File: config.mk
export PLATFORM = sky130hd
export DESIGN_NAME = free_list
export DESIGN_NICKNAME = d
export VERILOG_FILES = /design/src/rtl/free_list.sv
export SDC_FILE = /design/constraint.sdc
export NUM_CORES = 1
export LEC_CHECK = 0
export CAP_MARGIN = 5
export CORE_ASPECT_RATIO = 0.9
export CORE_MARGIN = 4
export CORE_UTILIZATION = 50
export CTS_CLUSTER_DIAMETER = 50
export DETAILED_ROUTE_END_ITERATION = 10
export PLACE_DENSITY = 0.7
export RECOVER_POWER = 50
export SLEW_MARGIN = 20
export SYNTH_ARGS = -nofsm -noshare
export SYNTH_HDL_FRONTEND = slang
export SYNTH_SLANG_ARGS = --single-unit
File: constraint.sdc
create_clock -name clk -period 4.1 [get_ports clk]
set_input_delay 0.82 -clock clk [delete_from_list [all_inputs] [get_ports clk]]
set_output_delay 0.82 -clock clk [all_outputs]
set_load 0.02 [all_outputs]
File: src/rtl/free_list.sv
// Block-index free list: a circular FIFO of free block indices, backed by an
// allocation bitmap that rejects double frees and out-of-range frees.
package mem_pkg;
   parameter int ADDR_W = 4;
endpackage

module free_list #(
   parameter int ADDR_W     = mem_pkg::ADDR_W,
   parameter int NUM_BLOCKS = 2**ADDR_W
) (
   input  logic              clk,
   input  logic              rst_n,
   input  logic              alloc_req_i,
   output logic              alloc_gnt_o,
   output logic [ADDR_W-1:0] alloc_block_idx_o,
   input  logic              free_valid_i,
   input  logic [ADDR_W-1:0] free_block_idx_i,
   output logic [ADDR_W:0]   free_count_o,
   output logic              empty_o,
   output logic              init_done_o,
   output logic              err_o
);
   localparam int IW = (NUM_BLOCKS > 1) ? $clog2(NUM_BLOCKS) : 1;
   localparam logic [IW-1:0]   LAST = IW'(NUM_BLOCKS - 1);
   localparam logic [ADDR_W:0] NB   = (ADDR_W + 1)'(NUM_BLOCKS);

   typedef enum logic {INIT, RUN} state_t;

   state_t state_q, state_d;

   logic [ADDR_W-1:0]     fifo [NUM_BLOCKS];
   logic [IW-1:0]         rd_ptr, wr_ptr;
   logic [ADDR_W:0]       count_q, count_d;
   logic [NUM_BLOCKS-1:0] bitmap_q, bitmap_d;
   logic                  gnt_q, err_q;
   logic [ADDR_W-1:0]     idx_q;

   logic              in_init;
   logic              free_ok;
   logic              do_alloc;
   logic              do_free;
   logic              do_err;
   logic              do_wr;
   logic [ADDR_W-1:0] wr_data;
   logic [ADDR_W-1:0] head;
   logic [IW-1:0]     fidx;

   function automatic logic [IW-1:0] ptr_inc(input logic [IW-1:0] p);
      return (p == LAST) ? '0 : p + 1'b1;
   endfunction

   always_ff @(posedge clk or negedge rst_n) begin
      if (!rst_n) state_q <= INIT;
      else        state_q <= state_d;
   end

   always_comb begin
      state_d = state_q;
      unique case (state_q)
         INIT:    if (wr_ptr == LAST) state_d = RUN;
         RUN:     state_d = RUN;
         default: state_d = INIT;
      endcase
   end

   always_comb begin
      init_done_o       = (state_q == RUN);
      alloc_gnt_o       = gnt_q;
      alloc_block_idx_o = idx_q;
      free_count_o      = count_q;
      empty_o           = (count_q == '0);
      err_o             = err_q;
   end

   // Range check is done at full width so NUM_BLOCKS < 2**ADDR_W is caught.
   always_comb begin
      in_init  = (state_q == INIT);
      head     = fifo[rd_ptr];
      fidx     = free_block_idx_i[IW-1:0];
      free_ok  = ({1'b0, free_block_idx_i} < NB) && bitmap_q[fidx];
      do_alloc = !in_init && alloc_req_i && (count_q != '0);
      do_free  = !in_init && free_valid_i && free_ok;
      do_err   = free_valid_i && (in_init || !free_ok);
      do_wr    = in_init || do_free;
      wr_data  = in_init ? ADDR_W'(wr_ptr) : free_block_idx_i;
   end

   always_comb begin
      count_d = count_q;
      unique case ({do_wr, do_alloc})
         2'b10:   count_d = count_q + 1'b1;
         2'b01:   count_d = count_q - 1'b1;
         default: count_d = count_q;
      endcase
   end

   // A same-edge alloc and free never touch the same bit: the granted
   // block's bit is still clear, so its free was rejected above.
   always_comb begin
      bitmap_d = bitmap_q;
      if (in_init) bitmap_d = '0;
      if (do_alloc) bitmap_d[head[IW-1:0]] = 1'b1;
      if (do_free) bitmap_d[fidx] = 1'b0;
   end

   always_ff @(posedge clk or negedge rst_n) begin
      if (!rst_n) begin
         rd_ptr   <= '0;
         wr_ptr   <= '0;
         count_q  <= '0;
         bitmap_q <= '0;
         gnt_q    <= 1'b0;
         err_q    <= 1'b0;
         idx_q    <= '0;
      end else begin
         gnt_q    <= do_alloc;
         err_q    <= do_err;
         count_q  <= count_d;
         bitmap_q <= bitmap_d;
         if (do_alloc) begin
            idx_q  <= head;
            rd_ptr <= ptr_inc(rd_ptr);
         end
         if (do_wr) wr_ptr <= ptr_inc(wr_ptr);
      end
   end

   always_ff @(posedge clk) begin
      if (do_wr) fifo[wr_ptr] <= wr_data;
   end

endmodule

==> metrics, run 1 <==
initial DRC count=between 200 and 250; # DRC=0; Pleak=1.91 nW; Max-slew headroom=-0.302; width of the die=110 um; RR Endpoint=free_count_o[4]; number of synthesized flops with an enable pin=64; post-synth cell types=51; area grow syn2layout=10.6%; drt wl/cell=18.7 um; largest area contributor in the netlist=edfxtp_1; Mean Syn Cell Area=14.2 um^2; met2 Use GR=0.259; sequential area share after synthesis=0.605; CP Launch Type=input port; YS warnings=0; CTS tree=yes; Clock Sink Count=100; M3 GR Usage=0.0376; Row Count=33; Initial Utilization=0.512; PortBufs=20; Crit-path slowest cell=dlygate4sd3_1; fin nets=367; min cycle time layout=about 3.7 ns; asr flop ratio synth=0.360; layout cells sized above 1=0.135; placed insts=~460; most common cell after layout, fill and taps aside=edfxtp_1; Synth Register Bits=100; Max Slew Vio Count=37; hold buffer count at cts=0; layer with the highest usage=met1; worst IR drop on VDD=0.275 mV; maximum clock insertion buffer count=2; Post-CTS Resized=0; postcts setup bufs=0; Critical Path Fanout Max=15; CTS H-tree lvls=3; first-pass GRT wire length=14,800 um; crit-path most repeated cell=xor2_1; f_max=0.270 GHz; status=finished with violations; Hold Slack=0.501 ns; Max Cap Violations=1; clock tree root buffer cell=clkbuf_8; Worst Reg2Reg Path Length in Cells=13; number of I/O pins=21; Setup crit end=free_count_o[4]; crit path kind=input port to flop; CTS buffer count=9; drt first pass iters=5; GRT Residual Overflow=0; antenna cells=0; period utilization=0.903; Critical Path AT=3.98 ns; CP delay by family, top=compound AO/OA/AOI/OAI gates; final hold viol count=0; CP max stage delay=0.58 ns; Area contributors post-synth=edfxtp_1, dfrtp_1, mux4_2, mux4_1, a22oi_1; Critical R2R Launch=free_count_o[2]; die height=99.7 um; vias in the first global route=2,739; Synth top area share=0.412; die area=11,000 um^2; net count after synthesis=346; RSZ-0062 raised after global routing=false; final std cells w/o fill=477; initial antenna violation count=0; GP Congestion=roughly 0.89; Req. time, crit path=roughly 4.4 ns; worst hold path type=flop to flop; commonest cells after routing, fill and taps aside=edfxtp_1, dfrtp_1, nor2_1; Syn Inst Count=329; Post-DP HPWL=6350 um; clk_skew=0.0165 ns; Crit. End Element=flop; violated checks=capacitance limit, slew limit; grt met1 use=0.272; setup slack at placement=between 0.1 and 0.15 ns; Core Region=9130 um^2; WP depth=15; fill count=roughly 710; CTS clk-pin slew, worst paths=0.10 ns; power per cell area=between 600 and 700 nW/um^2; latest clock arrival within the worst-skew pair=0.38 ns; final wirelength=8940 um; fin worst setup slack=approximately 0.4 ns; Post-synth top flop=edfxtp_1; total track usage=0.179; Vias/cell=5.83; Worst Max-Slew Pin Slew=1.95 ns; R2R Setup Slk=0.93 ns; via count=2,779; Worst Setup SP=free_block_idx_i[0]; Setup TNS=0 ns; Mapped Area=4670 um^2; largest net degree at the start of global routing=37; worst path buffer plus inverter count=2; post-route ant nets=0; crit path cell chain=dlygate4sd3_1, buf_12, mux4_2, mux2i_1, mux2_2, o21a_1, ha_1, xor2_1, ha_1, o21a_1, o22a_1, a21oi_1, xor2_1, nor2_1, xor2_1; final setup violation count=0
==> through the flow <==
stage	utilization	instance area, um^2	total power [W]
3_5_place_dp	0.547	4990	0.00291
4_1_cts	0.568	5180	0.00351
6_report	0.566	5160	0.00348
2_1_floorplan	-	4670	0.00252
5_1_grt	0.566	5160	0.00372
3_3_place_gp	0.547	4990	0.00288
==> layout make-up <==
class | instances | area [um^2] | area share
clock buffers | 9 | 124 | 0.0240
flip-flops and latches | 100 | 2820 | 0.547
repair buffers | 30 | 267 | 0.0516
well taps | 122 | 153 | 0.0296
clock inverters | 7 | 67.6 | 0.0131
inverters | 6 | 22.5 | 0.00436
multi-input cells | 203 | 1710 | 0.331
==> state kept, by name (all words and copies together), names as in the netlist <==
| name | flops |
|---|---|
| fifo | 64 |
| init_done_o | 1 |
| alloc_gnt_o | 1 |
| bitmap_q | 16 |
| rd_ptr | 4 |
| free_count_o | 5 |
| err_o | 1 |
| wr_ptr | 4 |
| alloc_block_idx_o | 4 |
==> worst min path at each step <==
stage	from	endpoint	slack [ns]	cells after the start
5_1_grt	alloc_block_idx_o[1]	alloc_block_idx_o[1]	0.53	2
3_5_place_dp	alloc_block_idx_o[2]	alloc_block_idx_o[2]	0.48	2
2_1_floorplan	bitmap_q[10]	bitmap_q[10]	0.50	2
6_report	alloc_block_idx_o[2]	alloc_block_idx_o[2]	0.50	2
4_1_cts	alloc_block_idx_o[2]	alloc_block_idx_o[2]	0.50	2
3_3_place_gp	alloc_block_idx_o[3]	alloc_block_idx_o[3]	0.47	2
==> synthesized netlist by cell type (all sizes together) (7+ instances only) <==
library cell and number:
edfxtp 64, dfrtp 36, nor2 28, nand2 21
mux4 18, a22oi 17, and2 11, clkbuf 11
buf 9, ha 9, o21ai 9, nor2b 8
nor3 8, a21oi 7, and3 7, mux2 7
==> cells by family (layout without fill, tap and decap cells) <==
group                    after synthesis  in the layout  share of synthesized area
flip-flops                           100            100                      0.605
AND/OR/NAND/NOR                       99             99                      0.115
AO/OA/AOI/OAI                         60             60                     0.0997
multiplexers                          27             27                      0.112
buffers and inverters                 26             52                     0.0295
adder cells (fa/ha/maj)                9              9                     0.0241
XOR/XNOR                               8              8                     0.0150
==> power breakdown <==
part           leakage [nW]  internal, W  switching [W]  total, W
clock                0.0959     0.000237       0.000367  0.000604
sequential            0.999      0.00128       0.000236   0.00151
combinational         0.815     0.000652       0.000712   0.00136
total                  1.91      0.00217        0.00131   0.00348
==> worst reg2reg max path: stages (launching register included) <==
cell and delay [ns]:
dfrtp_1 0.46, nor2_1 0.16, nor4b_1 0.32, or2_2 0.36
inv_1 0.23, ha_1 0.26, xor2_1 0.17, ha_1 0.21
o21a_1 0.18, o22a_1 0.20, a21oi_1 0.17, xor2_1 0.15
nor2_1 0.06, xor2_1 0.14
==> per-layer routing <==
layer  wire length [um]  share of wire  vias to the layer above
met5                  0              0                        -
met4                113          0.013                        0
met3                485          0.054                        8
met2               4130           0.46                       91
met1               4210           0.47                     1382
li1                   -              -                     1298
Power figures use the tool's default switching activity.
==> inputs of run 2 (changes only) <==
PLACE_DENSITY = default   (was 0.7)
PLACE_DENSITY_LB_ADDON = 0.1   (was default)
==> run 2 against run 1 <==
Net effect:
- the run still ends with capacitance limit, slew limit left
- clock power shrank 3.6%
- fmax shrank 0.77%
- via count shrank 2.6%
- register-to-register slack lost 0.02 ns
- core utilization grew 0.055 points
- cell count shrank 0.21%
- global-route usage grew 0.54 points
- die area is the same
- combinational power is essentially flat
- first-iteration DRC count shrank 13%
- sequential cell count is the same
- clock skew shrank 0.0051 ns
==> metrics, run 2 (synthesis results as in run 1) <==
Setup crit end=free_count_o[4]; worst IR drop on VDD=between 0.3 and 0.4 mV; vias in the first global route=2,792; initial DRC count=184; RSZ-0062 raised after global routing=false; first-pass GRT wire length=15,100 um; min cycle time layout=roughly 3.7 ns; Pwr Total=0.00346 W; GP Congestion=0.811; number of I/O pins=21; clk_skew=around 0.011 ns; Max Slew Vio Count=37; Worst Reg2Reg Path Length in Cells=13; drt wl/cell=19.2 um; crit path kind=input port to flop; worst hold path type=flop to flop; Critical Path AT=3.99 ns; width of the die=110 um; fill count=747; multi-input logic area=1710 um^2; GRT Residual Overflow=0; violated checks=capacitance limit, slew limit; Biggest register=fifo; die area=11,000 um^2; Critical R2R Launch=free_count_o[1]; worst path buffer plus inverter count=2; PortBufs=20; CTS tree=yes; via count=2,707; # DRC=0; Crit-path slowest cell=dlygate4sd3_1; Row Count=33; Max-slew headroom=-0.327; CTS H-tree lvls=3; layout cells sized above 1=0.138; R2R Setup Slk=slightly above 0.9 ns; power per cell area=670 nW/um^2; Post-DP HPWL=6520 um; Max Cap Violations=1; Hold Crit Start=alloc_block_idx_o[2]; clock tree root buffer cell=clkbuf_8; Setup TNS=0 ns; antenna cells=0; fin nets=366; latest clock arrival within the worst-skew pair=~0.36 ns; Worst Setup SP=free_block_idx_i[0]; CP max stage delay=0.57 ns; final hold viol count=0; hold buffer count at cts=0; crit path cell chain=dlygate4sd3_1, buf_12, mux4_2, mux2i_1, mux2_2, o21a_1, ha_1, xor2_1, ha_1, o21a_1, o22a_1, a21oi_1, xor2_1, nor2_1, xor2_1; period utilization=0.910; drt first pass iters=4; Critical Path Fanout Max=15; area grow syn2layout=10.7%; crit-path most repeated cell=xor2_1; CTS buffer count=9; Vias/cell=5.69; CTS clk-pin slew, worst paths=0.10 ns; RR Endpoint=free_count_o[4]; CP delay by family, top=compound AO/OA/AOI/OAI gates; Worst Max-Slew Pin Slew=roughly 2 ns; initial antenna violation count=0; largest net degree at the start of global routing=37; commonest cells after routing, fill and taps aside=edfxtp_1, dfrtp_1, nor2_1; f_max=between 0.2 and 0.3 GHz; status=finished with violations; die height=99.7 um; post-route ant nets=0; Core Region=roughly 9100 um^2; Post-CTS Resized=0; total track usage=0.185; register area=2820 um^2; max FFs per register=64; Initial Utilization=0.512; maximum clock insertion buffer count=2; most common cell after layout, fill and taps aside=edfxtp_1; Final Util=0.567; WP depth=15; CP Launch Type=input port; final wirelength=9150 um; postcts setup bufs=0; Pleak=1.91 nW; final setup violation count=0; Req. time, crit path=4.36 ns; Crit. End Element=flop; Clock Sink Count=100
-- run 2: changes by cell type in the layout (fill, tap and decap cells not counted) --
cell	change
clkinv_4	+1
inv_6	-3
clkbuf_1	-2
inv_8	+1
clkinvlp_4	+2
buf_12	+1
clkinv_8	-1
-- run 2: power breakdown --
group	leakage (nW)	switching, W	internal [W]
Clock	0.0858	0.000352	0.000230
Combinational	0.823	0.000718	0.000653
Sequential	0.999	0.000235	0.00128
-- run 2: through the flow --
step	cells	hold slack, ns	setup slack, ns	cell area (um^2)
4_1_cts	476	0.498	0.491	5180
5_1_grt	476	0.521	0.209	5170
6_report	476	0.493	0.368	5170
2_1_floorplan	329	0.504	0.278	4670
3_3_place_gp	460	0.465	0.144	4990
3_5_place_dp	460	0.475	0.110	4990
-- run 2: worst register-to-register path: cells and delay by family (launching register included) --
family | cells | cell delay, ns
buf+inv | 1 | 0.22
flops | 1 | 0.48
compound gates | 3 | 0.53
xor+xnor | 3 | 0.48
fa+ha+maj | 2 | 0.47
simple gates | 4 | 0.91
-- run 2: how the worst min path moves through the flow --
stage,endpoint,slack [ns],cells after the start
6_report,alloc_block_idx_o[2],0.49,2
2_1_floorplan,bitmap_q[10],0.50,2
3_3_place_gp,alloc_block_idx_o[2],0.46,2
4_1_cts,alloc_block_idx_o[2],0.50,2
3_5_place_dp,alloc_block_idx_o[2],0.47,2
5_1_grt,alloc_block_idx_o[1],0.52,2
-- run 2: area by class of cell --
type	count	area share
Multi-Input combinational cell	203	0.331
Inverter	6	0.00436
Tap cell	122	0.0295
Sequential cell	100	0.546
Timing Repair Buffer	29	0.0540
Clock inverter	7	0.0116
Clock buffer	9	0.0240
-- run 2: metal layers --
layer / part of all wire / routed length (um) / GRT usage
met1: 0.50 / 4560 / 0.281
met2: 0.45 / 4090 / 0.270
met3: 0.046 / 417 / 0.0448
met4: 0.0092 / 84 / 0.0431
met5: 0 / 0 / 0
==> inputs of run 3 (changes only) <==
CORE_UTILIZATION = 60   (was 50)
==> run 3 against run 2 <==
Net effect:
- the run still ends with capacitance limit, slew limit left
- sequential share of layout area grew 0.27 points
- total power grew 1.3%
- global-route usage grew 3.7 points
- worst setup slack lost 0.090 ns
==> metrics, run 3 (synthesis results as in run 1) <==
Core Region=7540 um^2; worst IR drop on VDD=0.288 mV; antenna cells=0; width of the die=101 um; largest net degree at the start of global routing=37; fill count=529; most common cell after layout, fill and taps aside=edfxtp_1; max FFs per register=64; total track usage=0.222; register area=2820 um^2; Critical Path AT=4.06 ns; worst path buffer plus inverter count=2; clock tree root buffer cell=clkbuf_8; initial DRC count=223; Critical R2R Launch=free_count_o[1]; Biggest register=fifo; post-route ant nets=0; met3 WL=784 um; die area=9260 um^2; hold buffer count at cts=0; # DRC=0; CP Launch Type=input port; Vias/cell=approximately 6; layout cells sized above 1=0.137; crit path kind=input port to flop; RSZ-0062 raised after global routing=false; WP depth=15; Post-DP HPWL=approximately 6500 um; GP Congestion=0.894; min cycle time layout=about 3.8 ns; number of I/O pins=21; Max Slew Vio Count=37; Worst Reg2Reg Path Length in Cells=13; Pint=around 0.0022 W; Crit-path slowest cell=dlygate4sd3_1; post-detailed-placement cell area=4970 um^2; final setup violation count=0; worst hold stages=2; fin nets=370; die height=around 92 um; violated checks=capacitance limit, slew limit; R2R Setup Slk=0.59 ns; Setup crit end=free_count_o[4]; Req. time, crit path=4.34 ns; Clock Sink Count=100; worst hold path type=flop to flop; area grow syn2layout=10.2%; Sequential Power Share=0.432; DRT met1 WL=4050 um; WL met2=4280 um; CTS tree=yes; drt wl/cell=~20 um; Initial Utilization=0.619; CTS H-tree lvls=3; vias in the first global route=2,897; first-pass GRT wire length=15,300 um; Row Count=30; Pleak=1.92 nW; via count=roughly 2,800; Comb pwr share=0.395; multi-input logic area=1710 um^2; GRT Residual Overflow=0; uppermost layer routed=met4; maximum clock insertion buffer count=2; f_max=0.262 GHz; Crit. End Element=flop; initial antenna violation count=0; Design Area, Final=5140 um^2; final hold viol count=0; final std cells w/o fill=~450; RR Endpoint=free_count_o[4]; clk_skew=0.0117 ns; commonest cells after routing, fill and taps aside=edfxtp_1, dfrtp_1, nor2_1; crit path cell chain=dlygate4sd3_1, buf_4, mux4_2, mux2i_1, mux2_2, o21a_1, ha_1, xor2_1, ha_1, o21a_1, o22a_1, a21oi_1, xor2_1, nor2_1, xor2_1; Post-CTS Resized=0; Critical Path Fanout Max=15; Worst Setup SP=free_block_idx_i[0]; placed insts=between 400 and 500; CTS buffer count=9; clock power share=0.173; postcts setup bufs=0; power per cell area=682 nW/um^2; setup slack at placement=-0.0115 ns; period utilization=0.932; status=finished with violations; fin worst setup slack=0.279 ns; CTS clk-pin slew, worst paths=0.09 ns; drt first pass iters=5; Max Cap Violations=1; crit-path most repeated cell=xor2_1; Max-slew headroom=-0.291; PortBufs=20; final wirelength=around 9200 um; Worst Max-Slew Pin Slew=between 1.5 and 2 ns; CP delay by family, top=compound AO/OA/AOI/OAI gates; CP max stage delay=0.53 ns; Sw Ratio=0.368; sw power=approximately 0.0013 W; latest clock arrival within the worst-skew pair=between 0.3 and 0.4 ns
run 3: cell count changes in the layout (fill, tap and decap cells not counted), sizes merged:
cell / before / now
clkdlybuf4s50: 14 / 15
clkbuf: 12 / 14
clkinv: 1 / 2
clkinvlp: 3 / 2
dlygate4sd3: 5 / 4
buf: 7 / 10
inv: 9 / 7
bufinv: 0 / 1
run 3: layout make-up:
cell class | count | area share
sequential | 100 | 0.549
multi-input combinational | 203 | 0.332
timing repair buffer | 33 | 0.0545
clock buffer | 10 | 0.0248
tap | 96 | 0.0233
clock inverter | 6 | 0.0122
inverter | 6 | 0.00438
run 3: worst min-delay path by stage:
| stage | start | endpoint | slack, ns |
|---|---|---|---|
| 2_1_floorplan | bitmap_q[10] | bitmap_q[10] | 0.50 |
| 3_3_place_gp | alloc_block_idx_o[3] | alloc_block_idx_o[3] | 0.46 |
| 3_5_place_dp | alloc_block_idx_o[3] | alloc_block_idx_o[3] | 0.47 |
| 4_1_cts | alloc_block_idx_o[3] | alloc_block_idx_o[3] | 0.49 |
| 5_1_grt | alloc_block_idx_o[2] | alloc_block_idx_o[2] | 0.54 |
| 6_report | alloc_block_idx_o[3] | alloc_block_idx_o[3] | 0.49 |
run 3: worst min-delay path, cell delays in order, from the launching register on:
cell and delay (ns):
dfrtp_1 0.35, nand2_1 0.05, o21ai_0 0.06
run 3: metrics by stage:
stage                     hold slack, ns   util  power, W  TNS, ns
after floorplan                    0.504      -   0.00252        0
after global placement             0.463  0.658   0.00289        0
after detailed placement           0.471  0.658   0.00293  -0.0115
after CTS                          0.492  0.684   0.00353        0
after global routing               0.535  0.682   0.00374        0
final                              0.487  0.682   0.00351        0
run 3: power groups by stage:
stage | Sequential (W) | Combinational (W) | Clock (W)
after floorplan | 0.00146 | 0.00107 | 0
after global placement | 0.00153 | 0.00136 | 0
after detailed placement | 0.00154 | 0.00139 | 0
after CTS | 0.00152 | 0.00139 | 0.000621
after global routing | 0.00155 | 0.00152 | 0.000663
final | 0.00152 | 0.00139 | 0.000608
run 3: layer usage:
layer / up-vias / track usage
li1: 1300 / -
met1: 1380 / 0.334
met2: 111 / 0.318
met3: 17 / 0.0639
met4: 0 / 0.0609
met5: - / 0
==> RTL edit 1 (settings of run 3) <==
Make the reset (`rst_n`) synchronous in 2 clocked blocks.
--- a/src/rtl/free_list.sv
+++ b/src/rtl/free_list.sv
@@ -50,5 +50,5 @@
    endfunction
 
-   always_ff @(posedge clk or negedge rst_n) begin
+   always_ff @(posedge clk) begin
       if (!rst_n) state_q <= INIT;
       else        state_q <= state_d;
@@ -104,5 +104,5 @@
    end
 
-   always_ff @(posedge clk or negedge rst_n) begin
+   always_ff @(posedge clk) begin
       if (!rst_n) begin
          rd_ptr   <= '0;
Formal check against the unedited RTL: differs if rst_n is asserted again (counterexample within 4 cycles, from zero or initial values and one cycle with rst_n low); with rst_n held inactive, the same outputs for 10 cycles.
==> RTL edit 1 against run 3 <==
  * The run still ends with capacitance limit, slew limit left
  * Non-clock buffer count grew 2
  * Worst hold slack gained 0.0092 ns
  * Design area grew 2.9%
  * Sequential cell count grew 4
  * Register-to-register slack gained 0.28 ns
  * Wire length grew 13%
  * Setup slack gained 0.068 ns
  * Synthesized area grew 2.9%
  * Critical path type unchanged
  * Critical endpoint is now free_count_o[4]
Power is not compared: it rests on default switching activity, and its combinational part moved more than twofold at a synthesized area within 25%.
==> RTL edit 1: results (changes against run 3) <==
stage;metric;value;unit;change
final_layout;final cell count without fillers;494;;+8.8%
worst_setup_path;slowest stage cell, crit path;clkdlybuf4s50_1;;
detailed_routing;First DRT Iteration DRCs;309;;+39%
run_status;failing checks;capacitance limit, slew limit;;
timing;Final Max Tran Viols;17;;-54%
synth;top cells by area, synth;edfxtp_1, dfxtp_1, mux4_1;;
final_layout;# fillers;547;;+3.4%
synth;sequential share of the synthesized area;56.67;%;-3.8 points
place;# placed instances;478;;+9.1%
timing;worst slew pin tran;1.714;ns;-0.2219 ns
worst_setup_path;reg-to-reg slack, setup;0.87;ns;+0.28 ns
synth;Mapped Cells;371;;+13%
place;post-DP HPWL;7.214;mm;+10%
global_route;gr usage total;23.28;%;+1.1 points
global_route;first-pass GRT wire length;16.53;mm;+7.7%
clock_tree;clk_lat worst skew;0.38;ns;+0.02 ns
worst_setup_path;r2r endpoint;bitmap_q[10];;
global_route;largest net degree at the start of global routing;22;;-41%
place;routability cong.;0.8999;;+0.71%
job;max_cap viols;1;;unchanged
timing;Worst Skew;0.01267;ns;+0.0009508 ns
synth;post-synth cell types;44;;-14%
worst_setup_path;CP Capture Point;free_count_o[4];;
detailed_routing;Routed WL;10.44;mm;+13%
clock_tree;clock-pin transition on the worst setup and hold timing paths;0.11;ns;+0.02 ns
worst_setup_path;CP Launch Point;free_block_idx_i[1];;
timing;min Tclk post-route;3.753;ns;-0.06810 ns
place;pre-CTS setup slack;-0.04234;ns;-0.03087 ns
final_layout;share of cells above drive strength 1;10.05;%;-3.6 points
run_status;status;finished with violations;;
synth;Yosys top cell area share;40.00;%;-1.2 points
## RTL edit 1: cell types whose count changed after synthesis, sizes merged, moves of 6 or more
| cell | delta |
|---|---|
| a21oi | +8 |
| a22oi | -12 |
| and2 | -6 |
| and3 | +11 |
| clkbuf | +6 |
| dfrtp | -36 |
| dfxtp | +40 |
| mux2i | +10 |
| nand2 | +13 |
| nand3 | +7 |
| nand4 | +8 |
| nor2 | -11 |
| o41ai | +6 |
| or3 | +6 |
## RTL edit 1: metrics by stage
step	utilization (%)	cell area (µm²)
2_1_floorplan	-	4805
3_3_place_gp	66.80	5115
3_5_place_dp	66.80	5115
4_1_cts	69.36	5311
5_1_grt	69.12	5293
6_report	69.12	5293
## RTL edit 1: worst min path at each step
stage | cells past startpoint | slack [ns] | endpoint | from
finish | 2 | 0.50 | bitmap_q[14] | bitmap_q[14]
global route | 2 | 0.52 | bitmap_q[15] | bitmap_q[15]
CTS | 2 | 0.50 | bitmap_q[14] | bitmap_q[14]
detailed placement | 2 | 0.48 | bitmap_q[14] | bitmap_q[14]
global placement | 2 | 0.47 | bitmap_q[14] | bitmap_q[14]
floorplan | 2 | 0.44 | bitmap_q[14] | bitmap_q[14]
## RTL edit 1: metal layers
| layer | vias up | wire (µm) | track usage, % |
|---|---|---|---|
| li1 | 1490 | - | - |
| met2 | 135 | 4855 | 34.96 |
| met3 | 17 | 730 | 4.292 |
| met1 | 1565 | 4669 | 34.17 |
| met5 | - | 0 | 0 |
| met4 | 0 | 184 | 7.869 |
## RTL edit 1: worst max-delay path: cells and delay by family
kind / cells / cell delay [ns]
muxes: 2 / 0.77
xor gates and xnor gates: 1 / 0.08
adders and majority gates: 2 / 0.36
AOI/OAI and AO/OA: 5 / 0.76
and+or+nand+nor: 2 / 0.54
buffers and inverters: 2 / 0.73
## RTL edit 1: layout make-up
class,count,area (µm²),area share [%]
Clock buffer,9,123.9,2.340
Clock inverter,7,72.57,1.371
Inverter,7,26.28,0.4965
Multi-Input combinational cell,236,1933,36.52
Sequential cell,104,2723,51.44
Tap cell,96,120.1,2.269
Timing Repair Buffer,35,294.0,5.556
## RTL edit 1: cells by family (layout without fill, tap and decap cells)
family          after synthesis  in the layout  synth area share [%]
fa+ha+maj                     8              8                 2.083
buf+inv                      31             58                 3.099
simple gates                117            117                 12.27
xor+xnor                      5              5                0.9114
flops                       104            104                 56.67
compound gates               66             66                 9.662
mux                          40             40                 15.31
## RTL edit 1: power breakdown
part,total (µW),internal [µW],switching [µW]
combinational,154,52.9,101
clock,622,240,382
sequential,1150,1130,13.7
==> RTL edit 2 (settings of run 3) <==
Without the edit above. `ADDR_W`: 4 -> 3.
--- a/src/rtl/free_list.sv
+++ b/src/rtl/free_list.sv
@@ -2,5 +2,5 @@
 // allocation bitmap that rejects double frees and out-of-range frees.
 package mem_pkg;
-   parameter int ADDR_W = 4;
+   parameter int ADDR_W = 3;
 endpackage
 
Ports: changed (resized alloc_block_idx_o, free_block_idx_i and free_count_o); port bits go from 21 to 18. The function was not compared with the original's and may differ.
==> RTL edit 2 against run 3 <==
  * Sequential share of layout area down 3.8 points
  * Non-clock buffer count down 10
  * Power down 51%
  * Via count down 49%
  * Worst hold slack worse by 0.0077 ns
  * Sequential cell count down 52
  * Fmax up 6.7%
  * Sequential power down 48%
  * Design area down 50%
  * Synthesized area down 51%
  * Wire length down 54%
  * Setup slack better by 0.24 ns
==> RTL edit 2: results (changes against run 3) <==
stage;metric;value;unit;change
timing;Worst Skew;0.01374;ns;+0.002016 ns
detailed_routing;First DRT Iteration DRCs;145;;-35%
global_route;largest net degree at the start of global routing;25;;-32%
run_status;status;complete, no violations;;
clock_tree;CTS Buf Count;5;;-4
synth;Commonest cells post-synth;dfrtp_1, edfxtp_1, nand2_1;;
detailed_routing;Routed WL;4.239;mm;-54%
detailed_routing;drt first pass iters;4;;-1
synth;top cells by area, synth;edfxtp_1, dfrtp_1, mux4_1;;
timing;worst slew pin tran;1.318;ns;-0.6175 ns
final_layout;Final Util;69.84;%;+1.6 points
power_and_ir_drop;peak supply drop;0.0004202;V;+46%
worst_setup_path;r2r startpoint;free_count_o[1];;
place;routability cong.;0.8240;;-7.8%
worst_setup_path;critical path fanouts, max;13;;-2
final_layout;share of cells above drive strength 1;10.94;%;-2.7 points
global_route;vias in the first global route;1451;;-50%
synth;asr flop ratio synth;50.00;%;+14 points
place;post-DP HPWL;2.985;mm;-54%
clock_tree;deepest level of the CTS H-tree;2;;-1
synth;sequential share of the synthesized area;57.39;%;-3.1 points
detailed_routing;via count;1440;;-49%
synth;post-synth cell types;40;;-22%
clock_tree;clk_lat worst skew;0.30;ns;-0.06 ns
final_layout;Total Nets Final;205;;-45%
final_layout;max FFs per register;24;;-63%
place;I/O Buffers;17;;-15%
synth;EDFF count, synth;24;;-63%
worst_setup_path;Critical Path AT;3.76;ns;-0.30 ns
power_and_ir_drop;static leakage;0.001034;µW;-46%
power_and_ir_drop;NetSw;617.4;µW;-52%
final_layout;# fillers;264;;-50%
place;placed cell area;2517;µm²;-49%
global_route;first-pass GRT wire length;7.038;mm;-54%
worst_hold_path;hold path startpoint;alloc_block_idx_o[0];;
synth;syn_nets;185;;-47%
-- RTL edit 2: cell count changes after synthesis, sizes merged, moves of 7 or more --
cell	before	now
mux4	18	7
nor2	28	6
dfrtp	36	24
and3	7	0
edfxtp	64	24
and2	11	1
a22oi	17	6
-- RTL edit 2: layout make-up --
| class | instances | share of cell area (%) |
|---|---|---|
| sequential | 48 | 51.06 |
| multi-input combinational | 108 | 34.96 |
| timing repair buffer | 23 | 7.930 |
| clock buffer | 7 | 2.950 |
| tap | 46 | 2.224 |
| inverter | 5 | 0.7253 |
| clock inverter | 1 | 0.1451 |
-- RTL edit 2: worst paths after layout --
path,to,slack (ns),cells past startpoint
min in group asynchronous,init_done_o,0.79,1
worst max register to register,free_count_o[2],0.83,11
worst min register to register,alloc_block_idx_o[0],0.48,2
worst min-delay path,alloc_block_idx_o[0],0.48,2
worst max-delay path,free_count_o[2],0.52,11
max in group asynchronous,alloc_gnt_o,2.53,1
-- RTL edit 2: metal layers --
layer,global-route usage [%],part of all wire (%)
met3,4.223,3.6
met1,26.62,46
met4,7.240,1.5
met2,30.69,49
met5,0,0
-- RTL edit 2: cells by family after synthesis --
logic type | count (synthesis) | synth area share (%)
xor+xnor | 4 | 1.522
compound gates | 19 | 5.924
buf+inv | 15 | 3.315
flops | 48 | 57.39
fa+ha+maj | 7 | 3.804
mux | 23 | 15.11
simple gates | 55 | 12.94
-- RTL edit 2: stage by stage --
step	std cells	setup WS, ns
after floorplan	171	0.9586
after global placement	230	0.3746
after detailed placement	230	0.2769
after CTS	238	0.5815
after global routing	238	0.3804
final	238	0.5197
-- RTL edit 2: critical path, cell delays in order --
cell	delay (ns)
dlygate4sd3_1	0.75
mux2i_1	0.13
mux4_2	0.52
o21a_1	0.34
ha_1	0.34
xor2_1	0.17
ha_1	0.19
a21oi_1	0.15
xor2_1	0.15
nor2_1	0.06
xor2_1	0.14
-- RTL edit 2: power by group through the flow --
| stage | Sequential [µW] | Combinational (µW) | Clock [µW] |
|---|---|---|---|
| floorplan | 766 | 507 | 0 |
| CTS | 790 | 676 | 274 |
| global placement | 794 | 645 | 0 |
| global route | 817 | 736 | 292 |
| detailed placement | 799 | 673 | 0 |
| finish | 788 | 665 | 268 |
